$ cat src/rtl/mandelbrot_cfg_pkg.sv
// Shared definitions for the Mandelbrot configuration link: payload width,
// field positions inside the configuration word, and the receiver FSM states.
package mandelbrot_cfg_pkg;

  localparam int CFG_WIDTH = 57;

  // Field placement inside cfg_out (LSB position / width)
  localparam int CR_OFFSET_LSB  = 0;
  localparam int CR_OFFSET_W    = 16;
  localparam int CI_OFFSET_LSB  = 16;
  localparam int CI_OFFSET_W    = 16;
  localparam int SCALING_LSB    = 32;
  localparam int SCALING_W      = 7;
  localparam int CTR_SELECT_LSB = 39;
  localparam int CTR_SELECT_W   = 3;
  localparam int MAX_CTR_LSB    = 42;
  localparam int MAX_CTR_W      = 15;

  typedef enum logic [1:0] {
    IDLE   = 2'd0,
    SHIFT  = 2'd1,
    COMMIT = 2'd2
  } rx_state_e;

endpackage

$ cat src/rtl/sync_edge_detect.sv
// Multi-flop synchroniser for one asynchronous pin. level_o is the last
// stage; rise/fall compare the last stage against the stage before it, so
// an edge is flagged one cycle before it appears on level_o.
module sync_edge_detect #(
  parameter int STAGES = 3
) (
  input  logic clk,
  input  logic rst,
  input  logic async_i,
  output logic level_o,
  output logic rise_o,
  output logic fall_o
);

  logic [STAGES-1:0] sync_q;

  genvar gi;
  generate
    for (gi = 0; gi < STAGES; gi++) begin : g_stage
      if (gi == 0) begin : g_first
        // First stage samples the raw asynchronous pin
        always_ff @(posedge clk) begin
          if (rst) sync_q[gi] <= 1'b0;
          else     sync_q[gi] <= async_i;
        end
      end else begin : g_rest
        // Later stages shift the value along the chain
        always_ff @(posedge clk) begin
          if (rst) sync_q[gi] <= 1'b0;
          else     sync_q[gi] <= sync_q[gi-1];
        end
      end
    end
  endgenerate

  assign level_o = sync_q[STAGES-1];
  assign rise_o  =  sync_q[STAGES-2] & ~sync_q[STAGES-1];
  assign fall_o  = ~sync_q[STAGES-2] &  sync_q[STAGES-1];

endmodule

$ cat src/rtl/cfg_serial_rx.sv
// Serial configuration receiver (sen/sclk/sdata, LSB first). Bits are
// shifted into a shadow register and copied to cfg_out only when a frame
// ends with exactly the expected length, followed by a one-cycle start.
// Optional feature macro: CFG_PARITY_EN adds a trailing even-parity bit.
module cfg_serial_rx
  import mandelbrot_cfg_pkg::*;
#(
  parameter int CFG_WIDTH   = mandelbrot_cfg_pkg::CFG_WIDTH,
  parameter int SYNC_STAGES = 3   // must be 3 or more
) (
  input  logic                 clk,
  input  logic                 rst,
  input  logic                 sen_in,
  input  logic                 sclk_in,
  input  logic                 sdata_in,
  output logic [CFG_WIDTH-1:0] cfg_out,
  output logic                 cfg_valid,
  output logic                 start,
  output logic                 frame_error,
  output logic                 busy
);

`ifdef CFG_PARITY_EN
  localparam int FRAME_BITS = CFG_WIDTH + 1;
`else
  localparam int FRAME_BITS = CFG_WIDTH;
`endif
  localparam int CNT_W = $clog2(FRAME_BITS + 2);
  localparam logic [CNT_W-1:0] CNT_FULL = CNT_W'(FRAME_BITS);
  localparam logic [CNT_W-1:0] CNT_SAT  = CNT_W'(FRAME_BITS + 1);
  localparam int SET_W = $clog2(SYNC_STAGES + 1);
  localparam logic [SET_W-1:0] SETTLE_DONE = SET_W'(SYNC_STAGES);

  logic s_sen, sen_rise, sen_fall;
  logic sclk_rise, s_sdata;
  logic unused_sclk_level, unused_sclk_fall;
  logic unused_sdata_rise, unused_sdata_fall;

  sync_edge_detect #(.STAGES(SYNC_STAGES)) u_sync_sen (
    .clk     (clk),
    .rst     (rst),
    .async_i (sen_in),
    .level_o (s_sen),
    .rise_o  (sen_rise),
    .fall_o  (sen_fall)
  );

  sync_edge_detect #(.STAGES(SYNC_STAGES)) u_sync_sclk (
    .clk     (clk),
    .rst     (rst),
    .async_i (sclk_in),
    .level_o (unused_sclk_level),
    .rise_o  (sclk_rise),
    .fall_o  (unused_sclk_fall)
  );

  sync_edge_detect #(.STAGES(SYNC_STAGES)) u_sync_sdata (
    .clk     (clk),
    .rst     (rst),
    .async_i (sdata_in),
    .level_o (s_sdata),
    .rise_o  (unused_sdata_rise),
    .fall_o  (unused_sdata_fall)
  );

  rx_state_e              state_q;
  logic [FRAME_BITS-1:0]  shadow_q;
  logic [CNT_W-1:0]       bit_cnt_q;
  logic [CFG_WIDTH-1:0]   cfg_q;
  logic                   cfg_valid_q, start_q, frame_error_q, busy_q;
  logic [SET_W-1:0]       settle_q;
  logic                   armed_q;
  logic                   frame_ok;

  // A frame is accepted only on exact length (and even parity when enabled)
`ifdef CFG_PARITY_EN
  assign frame_ok = (bit_cnt_q == CNT_FULL) && !(^shadow_q);
`else
  assign frame_ok = (bit_cnt_q == CNT_FULL);
`endif

  // Receiver FSM with registered outputs. armed_q blocks the sen "rise"
  // produced by a pin that was already high when reset released: it only
  // sets once the synchroniser has filled and sen is seen low.
  always_ff @(posedge clk) begin
    if (rst) begin
      state_q       <= IDLE;
      shadow_q      <= '0;
      bit_cnt_q     <= '0;
      cfg_q         <= '0;
      cfg_valid_q   <= 1'b0;
      start_q       <= 1'b0;
      frame_error_q <= 1'b0;
      busy_q        <= 1'b0;
      settle_q      <= '0;
      armed_q       <= 1'b0;
    end else begin
      start_q <= 1'b0;
      if (settle_q != SETTLE_DONE) settle_q <= settle_q + 1'b1;
      else if (!s_sen)             armed_q  <= 1'b1;

      case (state_q)
        IDLE: begin
          if (sen_rise && armed_q) begin
            state_q   <= SHIFT;
            shadow_q  <= '0;
            bit_cnt_q <= '0;
            busy_q    <= 1'b1;
          end
        end
        SHIFT: begin
          // A clock edge coinciding with the end of frame is dropped
          if (sen_fall) begin
            state_q <= COMMIT;
            busy_q  <= 1'b0;
          end else if (sclk_rise && s_sen) begin
            shadow_q <= {s_sdata, shadow_q[FRAME_BITS-1:1]};
            if (bit_cnt_q != CNT_SAT) bit_cnt_q <= bit_cnt_q + 1'b1;
          end
        end
        COMMIT: begin
          state_q <= IDLE;
          if (frame_ok) begin
            cfg_q         <= shadow_q[CFG_WIDTH-1:0];
            cfg_valid_q   <= 1'b1;
            frame_error_q <= 1'b0;
            start_q       <= 1'b1;
          end else begin
            frame_error_q <= 1'b1;
          end
        end
        default: state_q <= IDLE;
      endcase
    end
  end

  assign cfg_out     = cfg_q;
  assign cfg_valid   = cfg_valid_q;
  assign start       = start_q;
  assign frame_error = frame_error_q;
  assign busy        = busy_q;

endmodule

$ cat config.mk
export PLATFORM = sky130hd
export DESIGN_NAME = cfg_serial_rx
export DESIGN_NICKNAME = d
export VERILOG_FILES = /design/src/rtl/mandelbrot_cfg_pkg.sv /design/src/rtl/sync_edge_detect.sv /design/src/rtl/cfg_serial_rx.sv
export SDC_FILE = /design/constraint.sdc
export NUM_CORES = 1
export LEC_CHECK = 0
export BUFFER_PORTS_ARGS = -buffer_cell sky130_fd_sc_hd__buf_2
export CAP_MARGIN = 15
export CORE_MARGIN = 1
export CORE_UTILIZATION = 55
export DETAILED_ROUTE_END_ITERATION = 7
export GPL_ROUTABILITY_DRIVEN = 0
export PLACE_DENSITY = 0.77
export SLEW_MARGIN = 20
export SYNTH_ARGS = -nofsm -noshare
export SYNTH_HDL_FRONTEND = slang
export SYNTH_HIERARCHICAL = 1
export SYNTH_SLANG_ARGS = --single-unit
$ cat constraint.sdc
create_clock -name clk -period 3.8 [get_ports clk]
set_input_delay 0.38 -clock clk [delete_from_list [all_inputs] [get_ports clk]]
set_output_delay 0.38 -clock clk [all_outputs]
set_load 0.02 [all_outputs]
* Word level (Yosys, flattened, before mapping) *
Cells that the tools add are included.

cells by class
  $add $sub $neg = 2
  multiply operators = 0
  divide/modulo/power cells = 0
  magnitude comparators = 0
  equal/unequal tests = 10
  shift operators = 0
  muxes and demuxes = 17
  bitwise logic cells = 8
  reduce and logical (&&, ||, !) cells = 11

operators with widths
  operator                                              count
  two-way mux 57 bit                                    3
  one-hot mux 57 bit (2 select lines)                   1
  two-way mux 6 bit                                     4
  != test 2 bit (second input constant)                 6
  one-hot mux 6 bit (2 select lines)                    1
  adder 6 x 1 -> 6 bit (second input constant)          1
  equality test 6 bit (second input constant)           1
  != test 6 bit (second input constant)                 1
  AND reduction 2 bit                                   3
  NOT 1 bit                                             5
  AND reduction 5 bit                                   1
  two-way mux 1 bit                                     4
  two-way mux 2 bit                                     2
  one-hot mux 2 bit (2 select lines)                    1
  AND reduction 4 bit                                   1
  bitwise AND 1 bit                                     3
  AND reduction 3 bit                                   1
  adder 2 x 1 -> 2 bit (second input constant)          1
  equality test 2 x 1 -> 1 bit (second input constant)  1
  equality test 2 bit (second input constant)           1
  logical AND 1 bit                                     2
  logical NOT 2 bit                                     1
  one-hot mux 1 bit (2 select lines)                    1
  nonzero test 2 bit                                    1
  OR reduction 2 bit                                    1

word-level totals
  register bits after elaboration = 138
  latch bits = 0
  RAM bits = 0
  ROM bits = 0
  input bits = 5
  output and inout port bits = 61
  memories = 0

* Longest topological paths before layout *
Gate-level depths: netlist of run 1.

  word-level depth = 6
  mapped depth = 7
  mapped depth without buffers = 5

* Cells and area by module *
Netlist of run 1, hierarchy kept.

by module, submodules not included
  module            instances  cells an instance  area an instance (um^2)  sequential area each (um^2)
  cfg_serial_rx     1          456                4504.3                   2582.5
  sync_edge_detect  3          8                  91.3                     60.1

* Least setup slack after synthesis of run 1 *
Ideal clock, no wire load.

  kind = register -> register
  start point = register u_sync_sen.sync_q[2] (netlist: u_sync_sen/level_o)
  end point = register shadow_q[50]
  setup time = 0.071 ns
  data arrival time = 1.486 ns
  required time = 3.729 ns
  path slack = 2.243 ns
  cell stages (with the launch flop) = 7
  buffers on the path = 2
  period minus slack after synthesis = 1.557 ns
  path through = dfxtp_1 nor2b_1 o31a_1 buf_2 buf_2 nand2_1 a21oi_1

between the ends
  elaborated cells on any way between the ends = 9

RTL lines
  element                           line                    RTL
  start: declaration                sync_edge_detect.sv:15  logic [STAGES-1:0] sync_q;
  start signal: indexed assignment  sync_edge_detect.sv:30  else sync_q[gi] <= sync_q[gi-1];
  bitwise AND 1 bit                 sync_edge_detect.sv:38  assign fall_o = ~sync_q[STAGES-2] & sync_q[STAGES-1];
  net sen_fall                      cfg_serial_rx.sv:34     logic s_sen, sen_rise, sen_fall;
  != test 2 bit (no line)           -
  AND reduction 4 bit (no line)     -
  end signal: assignment            cfg_serial_rx.sv:117    shadow_q <= {s_sdata, shadow_q[FRAME_BITS-1:1]};
  end: declaration                  cfg_serial_rx.sv:67     logic [FRAME_BITS-1:0] shadow_q;

The timed path passes the listed nets, and every way through them passes these cells.
A chain may end at the register's enable or synchronous reset.

* Worst setup path in the final report of run 1 *
  start point = register u_sync_sen.sync_q[2] (netlist: u_sync_sen/level_o)
  end point = register shadow_q[35]

Same word-level chain as after synthesis.

==> results of run 1 <==
-- metrics by stage --
| stage | std cells | total power, mW | cell area, µm² | utilization | hold WS [ns] |
|---|---|---|---|---|---|
| global route | 644 | 3.04 | 5570 | 0.671 | 0.0648 |
| global placement | 612 | 1.55 | 5040 | 0.607 | 0.426 |
| detailed placement | 612 | 1.55 | 5040 | 0.607 | 0.433 |
| CTS | 644 | 2.97 | 5570 | 0.671 | 0.0549 |
| finish | 644 | 2.95 | 5570 | 0.671 | 0.0749 |
| floorplan | 477 | 1.54 | 4760 | - | 0.414 |
-- registers in the layout (all words and copies together), names as in the netlist, 2 cells and up --
name and cells:
cfg_out 57, shadow_q 57, bit_cnt_q 6, settle_q 2, state_q 2, u_sync_sclk/sync_q 2, u_sync_sdata/sync_q 2, u_sync_sen/sync_q 2
-- layout make-up --
class,count,area share
inverters,3,0.00202
repair buffers,70,0.0652
multi-input cells,296,0.318
flip-flops and latches,138,0.496
clock inverters,7,0.00742
well taps,105,0.0236
clock buffers,25,0.0870
-- where the power goes --
part           total, mW  internal (mW)  leakage [nW]  switching [mW]
combinational     0.0557         0.0154         0.811          0.0403
sequential          1.46           1.46          1.11         0.00519
clock               1.43          0.866         0.262           0.565
-- how the worst min path moves through the flow --
stage | from | to | slack, ns | cells after the start
6_report | sen_in | u_sync_sen/sync_q[0] | 0.07 | 2
5_1_grt | sen_in | u_sync_sen/sync_q[0] | 0.06 | 2
4_1_cts | sdata_in | u_sync_sdata/sync_q[0] | 0.05 | 2
3_5_place_dp | u_sync_sclk/sync_q[0] | u_sync_sclk/sync_q[1] | 0.43 | 1
3_3_place_gp | u_sync_sen/sync_q[0] | u_sync_sen/sync_q[1] | 0.43 | 1
2_1_floorplan | u_sync_sclk/sync_q[0] | u_sync_sclk/sync_q[1] | 0.41 | 1
-- critical path, stage by stage (launching register included) --
cell and delay (ns):
dfxtp_1 0.36, nor2b_1 0.41, o31a_2 0.71, buf_4 0.40, nand2_1 0.11, a21oi_1 0.13
-- cell usage in the layout (no fill, tap or decap), types with 2 or more instances in the layout --
| cell | instances |
|---|---|
| a311oi_1 | 2 |
| clkbuf_1 | 4 |
| clkbuf_8 | 5 |
| nand3b_1 | 2 |
| inv_1 | 3 |
| nand2_1 | 67 |
| nor2_1 | 6 |
| a31oi_1 | 3 |
| a21oi_1 | 60 |
| nor2b_1 | 14 |
| clkinv_2 | 5 |
| dfxtp_1 | 138 |
| nand3_1 | 59 |
| a41oi_1 | 2 |
| clkbuf_16 | 16 |
| buf_4 | 5 |
| ha_1 | 4 |
| buf_2 | 65 |
| a22o_1 | 57 |
-- per-layer routing --
layer / GRT usage / vias to the layer above
met5: 0 / -
met4: 0.0833 / 0
met3: 0.0646 / 17
met2: 0.337 / 88
met1: 0.290 / 1721
li1: - / 1793
==> reports/summary.txt, run 1 <==
Outcome = completed
Maximum level of the CTS H-tree = 4
Via count of the routed design = 3,619
Total leakage power = 2.19 nW
Final Worst Setup Slack = 1.59 ns
Number of buffers between clock root and the deepest sink = 2
Drt first-iter violations = 229
Initial antenna violation count = 0
Signed area change from the synthesized netlist to the final layout = 17.0%
Share of cells above drive strength 1 = 0.200
Transition at the pin with the smallest max-transition slack = 0.901 ns
Cell area power density = 530 mW/mm²
Number of nets with antenna violations after routing = 0
Count of input and output buffers = 65
Reg area = 0.00276 mm²
Worst Skew = 0.00582 ns
Cells after Synth = 477
Floorplan die area = 0.00903 mm²
CTS Root Buffer Type = clkbuf_8
Chip Height = 95.0 µm
Overall routed net length = 9380 µm
Critical Setup Path Class = flop to flop
Total setup buffers inserted after CTS = 0
Maximum net fanout on the critical path = 37
Register clock-pin slew on the reported worst setup and hold paths = 0.06 ns
Count of TritonRoute iterations in the first routing pass = 4
Total count of max-transition violations in the final report = 0
Worst hold-check path type = primary input to flop
Routed length on met2 = 4520 µm
Vias in the first global route = 3,248
Critical path launch point type = flop
Fmax = 0.453 GHz
CTS Sinks = 138
Required time at the worst-slack endpoint = 4.24 ns
Hold Buf Count CTS = 0
Fin crit share = 0.580
DRC Markers = 0
Placeable Area = 0.00830 mm²
TritonCTS Buffers = 17
Number of nets in the finished design = 535
Minimum setup slack among reg-to-reg paths = 1.59 ns
Global-route wire length before repair = 15,300 µm
Via-to-Cell Ratio = 5.62
Crit path launch = u_sync_sen/level_o
Met3 routed WL = 391 µm
RSZ-0062 raised after global routing = false
Filler cells = 640
Worst slack at placement = 1.62 ns
Max-cap violations = 0
GRT overflow = 0
Highest routed metal layer = met4
Largest net degree at the start of global routing = 82
Number of antenna repair diodes = 0
Cts repair resizes = 0
Total area of multi-input combinational cells = 0.00177 mm²
Overall die width = 95.0 µm
Starting utilization of the core area = 0.573
Termination of the worst setup path = shadow_q[35]
Clock latency reported for the late side of the worst-skew pair = 0.51 ns
# IOs = 66
Number of synthesis warnings = 6
Total setup violations reported at the end of the flow = 0
Sort of element at the end of the critical path = flop
Mean instance size in the synthesized netlist = 9.98 µm²
Routed length on met1 = 4330 µm
Depth of the worst register-to-register path = 5
TritonCTS clock tree = yes
Final hold viol count = 0
Total Routing Usage GR = 0.219
Average wire length per cell after detail routing = 14.6 µm
Nets in the synthesized netlist = 486
Final HPWL from detailed placement = 5580 µm
Worst Path Arrival = 2.64 ns
Critical R2R Capture = shadow_q[35]
Area of the mapped netlist = 0.00476 mm²
Setup tns final = 0 ns
Headroom to the max-slew limit = 0.398
Start of the worst register-to-register path = u_sync_sen/level_o
Min Tclk post-route = 2.21 ns
Number of cell rows = 33
IR Drop Worst-Case VDD = 0.000335 V
(Power assumes the default switching activity.)
==> run 2: changes to the inputs <==
Clock period 3.8 ns to 2.1 ns, I/O delays scaled along.
==> reports/summary.txt, run 2 (synthesis gave the netlist of run 1 again) <==
Outcome = completed
Most frequent standard cell in the layout excluding fill and tap cells = dfxtp_1
CTS Sinks = 138
Fin crit share = 0.890
Overall die width = 95.0 µm
Signed area change from the synthesized netlist to the final layout = 22.1%
Critical path launch point type = flop
Cell area power density = 997 mW/mm²
Gate power share = 0.021
Int Power = 4.62 mW
Via-to-Cell Ratio = 5.68
Final HPWL from detailed placement = 5850 µm
GRT overflow = 0
Chip Height = 95.0 µm
Worst Skew = 0.00640 ns
Min Tclk post-route = 1.87 ns
# IOs = 66
CTS Root Buffer Type = clkbuf_8
Maximum net fanout on the critical path = 22
Total count of max-transition violations in the final report = 0
TritonCTS clock tree = yes
Worst Path Arrival = 2.32 ns
Floorplan die area = 0.00903 mm²
Fmax = 0.535 GHz
Largest net degree at the start of global routing = 70
Sort of element at the end of the critical path = flop
Initial antenna violation count = 0
DRC Markers = 0
Relative contribution of sequential cells to total power = 0.457
Via count of the routed design = 3,714
Total leakage power = 2.30 nW
IR Drop Worst-Case VDD = 0.000640 V
Clock latency reported for the late side of the worst-skew pair = 0.52 ns
Count of TritonRoute iterations in the first routing pass = 5
Number of antenna repair diodes = 0
Maximum level of the CTS H-tree = 4
Number of nets in the finished design = 545
Filler cells = 611
Starting utilization of the core area = 0.573
Clock power frac = 0.522
Required time at the worst-slack endpoint = 2.55 ns
TritonCTS Buffers = 17
RSZ-0062 raised after global routing = false
Average wire length per cell after detail routing = 15.0 µm
Transition at the pin with the smallest max-transition slack = 0.531 ns
Count of input and output buffers = 65
Critical Setup Path Class = flop to flop
Number of cell rows = 33
Sw Pwr = 1.18 mW
Number of buffers between clock root and the deepest sink = 2
Final hold viol count = 0
Net Sw Frac = 0.203
Register clock-pin slew on the reported worst setup and hold paths = 0.06 ns
Setup tns final = 0 ns
Vias in the first global route = 3,334
Worst hold-check path type = primary input to flop
Overall routed net length = 9810 µm
Total setup buffers inserted after CTS = 0
Headroom to the max-slew limit = 0.645
Share of cells above drive strength 1 = 0.215
Number of nets with antenna violations after routing = 0
Max-cap violations = 0
Tightest hold margin = 0.0704 ns
Drt first-iter violations = 186
Most frequent cells in the layout = dfxtp_1, nand2_1, buf_2
Total setup violations reported at the end of the flow = 0
Total Routing Usage GR = 0.228
Placeable Area = 0.00830 mm²
Global-route wire length before repair = 15,800 µm
==> run 2: cell types whose count changed in the layout (fill, tap and decap cells not counted), sizes merged <==
cell,before,now
clkinv,6,5
buf,70,77
clkbuf,25,22
inv,3,4
bufinv,0,3
dlygate4sd3,0,3
==> run 2: final cells by class <==
class                           instances  area [µm²]  area share
Sequential cell                       138        2760       0.475
Multi-Input combinational cell        296        1770       0.305
Timing Repair Buffer                   80         520      0.0896
Clock buffer                           22         473      0.0814
Clock inverter                         10         139      0.0239
Tap cell                              105         131      0.0226
Inverter                                3        11.3     0.00194
==> run 2: metal layers <==
metal / wire length, µm / GRT usage / share of wire
met1: 4350 / 0.287 / 0.44
met2: 4830 / 0.363 / 0.49
met3: 468 / 0.0606 / 0.048
met4: 160 / 0.105 / 0.016
met5: 0 / 0 / 0
==> run 2: worst paths after layout <==
kind / startpoint / to / slack [ns] / cells after the start
setup / recovery: u_sync_sen/level_o / shadow_q[3] / 0.23 / 5
hold / removal: rst / shadow_q[5] / 0.07 / 2
setup reg to reg: u_sync_sen/level_o / shadow_q[3] / 0.23 / 5
hold reg to reg: u_sync_sclk/sync_q[0] / u_sync_sclk/sync_q[1] / 0.44 / 1
==> run 2: worst max-delay path: stages (launching register included) <==
cell and delay, ns:
dfxtp_1 0.36, nor2b_1 0.47, o31a_2 0.54, buf_12 0.22
nand2_1 0.07, a21oi_1 0.13
==> run 2: power by group through the flow <==
stage	Combinational, mW	Clock [mW]	Sequential [mW]
6_report	0.119	3.03	2.65
5_1_grt	0.132	3.17	2.65
4_1_cts	0.120	3.05	2.65
3_5_place_dp	0.114	0	2.70
3_3_place_gp	0.109	0	2.70
2_1_floorplan	0.0852	0	2.70
==> run 2: repair_timing <==
item,CTS,global route
endpoints found under the hold margin,3,0
gates resized for setup,0,0
hold buffers,3,0
==> run 2: metrics by stage <==
step                worst slack (ns)   util  std cells  power (mW)  instance area (µm²)
floorplan                      0.543      -        477        2.79                 4760
global placement               0.435  0.623        619        2.81                 5170
detailed placement             0.313  0.623        619        2.82                 5170
CTS                            0.220  0.700        654        5.82                 5810
global route                  0.0878  0.700        654        5.95                 5810
finish                         0.230  0.700        654        5.79                 5810
==> run 3: changes to the inputs <==
Settings changed: RECOVER_POWER set to 100.
==> reports/summary.txt, run 3 (synthesis gave the netlist of run 1 again) <==
Drt first-iter violations = 217
Total leakage power = 2.02 nW
Placeable Area = 0.00830 mm²
GRT overflow = 0
Number of cell rows = 33
CTS Root Buffer Type = clkbuf_8
Total Routing Usage GR = 0.228
Max-cap violations = 0
Worst slack at placement = 0.313 ns
Overall die width = 95.0 µm
Count of TritonRoute iterations in the first routing pass = 7
Floorplan die area = 0.00903 mm²
Global-route wire length before repair = 15,800 µm
Cts repair resizes = 0
Fin crit share = 0.906
TritonCTS Buffers = 17
Average wire length per cell after detail routing = 15.1 µm
Number of antenna repair diodes = 0
Total setup violations reported at the end of the flow = 0
Signed area change from the synthesized netlist to the final layout = 19.8%
Share of cells above drive strength 1 = 0.100
IR Drop Worst-Case VDD = 0.000643 V
TritonCTS clock tree = yes
Via-to-Cell Ratio = 5.66
Via count of the routed design = 3,699
Placed Cells = 619
Most frequent cells in the layout = dfxtp_1, nand2_1, clkbuf_1
Chip Height = 95.0 µm
Number of nets in the finished design = 545
Required time at the worst-slack endpoint = 2.52 ns
Sort of element at the end of the critical path = flop
Critical-path cell list = nor2b_1 > o31a_2 > buf_12 > nand2_1 > a21oi_1
Register clock-pin slew on the reported worst setup and hold paths = 0.06 ns
Post-Layout Cell Count = 654
Fmax = 0.526 GHz
Total count of max-transition violations in the final report = 0
Final hold viol count = 0
Most frequent standard cell in the layout excluding fill and tap cells = dfxtp_1
Setup tns final = 0 ns
RSZ-0062 raised after global routing = false
Min Tclk post-route = 1.90 ns
Final HPWL from detailed placement = 5850 µm
Vias in the first global route = 3,334
Starting utilization of the core area = 0.573
Cell area power density = 1020 mW/mm²
Number of nets with antenna violations after routing = 0
Count of input and output buffers = 65
Post-route cell area = 0.00570 mm²
Slowest stage cell, crit path = o31a_2
Initial antenna violation count = 0
Standard cell area after detailed placement = 0.00517 mm²
Headroom to the max-slew limit = 0.0992
Outcome = completed
Overall Power = 5.79 mW
Maximum level of the CTS H-tree = 4
DRC Markers = 0
Critical Setup Path Class = flop to flop
Critical path launch point type = flop
Max stage delay on crit path = 0.54 ns
Maximum net fanout on the critical path = 22
Worst hold-check path type = primary input to flop
Worst Skew = 0.00670 ns
# IOs = 66
Transition at the pin with the smallest max-transition slack = 1.35 ns
Final Worst Setup Slack = 0.197 ns
Overall routed net length = 9870 µm
Largest net degree at the start of global routing = 70
Clock latency reported for the late side of the worst-skew pair = 0.52 ns
Worst Path Arrival = 2.32 ns
Number of buffers between clock root and the deepest sink = 2
CTS Sinks = 138
run 3: cell types whose count changed in the layout (fill, tap and decap cells not counted):
cell	change
clkbuf_2	+1
clkbuf_4	+1
and3_1	+1
and3_4	-1
clkbuf_1	+62
buf_2	-62
buf_12	-2
run 3: cell type report:
type | instances | area, µm²
repair buffers | 80 | 415
inverters | 3 | 11.3
clock inverters | 10 | 139
flip-flops and latches | 138 | 2760
well taps | 105 | 131
multi-input cells | 296 | 1770
fillers | 639 | 2600
clock buffers | 22 | 473
run 3: worst max-delay path: cells and delay by family, from the launching register on:
family                 cells  cell delay [ns]
AO/OA/AOI/OAI              2             0.67
AND/OR/NAND/NOR            2             0.55
buffers and inverters      1             0.22
flip-flops                 1             0.36
run 3: repair_timing:
item,4_1_cts,5_1_grt
setup buffers,0,0
endpoints found under the hold margin,3,0
hold buffers,3,0
run 3: final timing paths:
kind | startpoint | end | slack, ns | cells past startpoint
max | u_sync_sen/level_o | shadow_q[33] | 0.20 | 5
max reg2reg | u_sync_sen/level_o | shadow_q[33] | 0.20 | 5
min | rst | shadow_q[5] | 0.21 | 2
min reg2reg | u_sync_sclk/sync_q[0] | u_sync_sclk/sync_q[1] | 0.44 | 1
run 3: metal layers:
metal	up-vias	track usage	wire [µm]
li1	1815	-	-
met1	1768	0.287	4410
met2	104	0.363	4870
met3	12	0.0606	443
met4	0	0.105	141
met5	-	0	0
run 3: power breakdown:
part	internal, mW	switching (mW)	leakage (nW)
clock	1.94	1.09	0.301
combinational	0.0351	0.0768	0.606
sequential	2.64	0.0100	1.11
run 3: metrics by stage:
stage,hold slack (ns),utilization
global placement,0.421,0.623
detailed placement,0.427,0.623
global route,0.251,0.687
CTS,0.0580,0.700
floorplan,0.282,-
finish,0.211,0.687
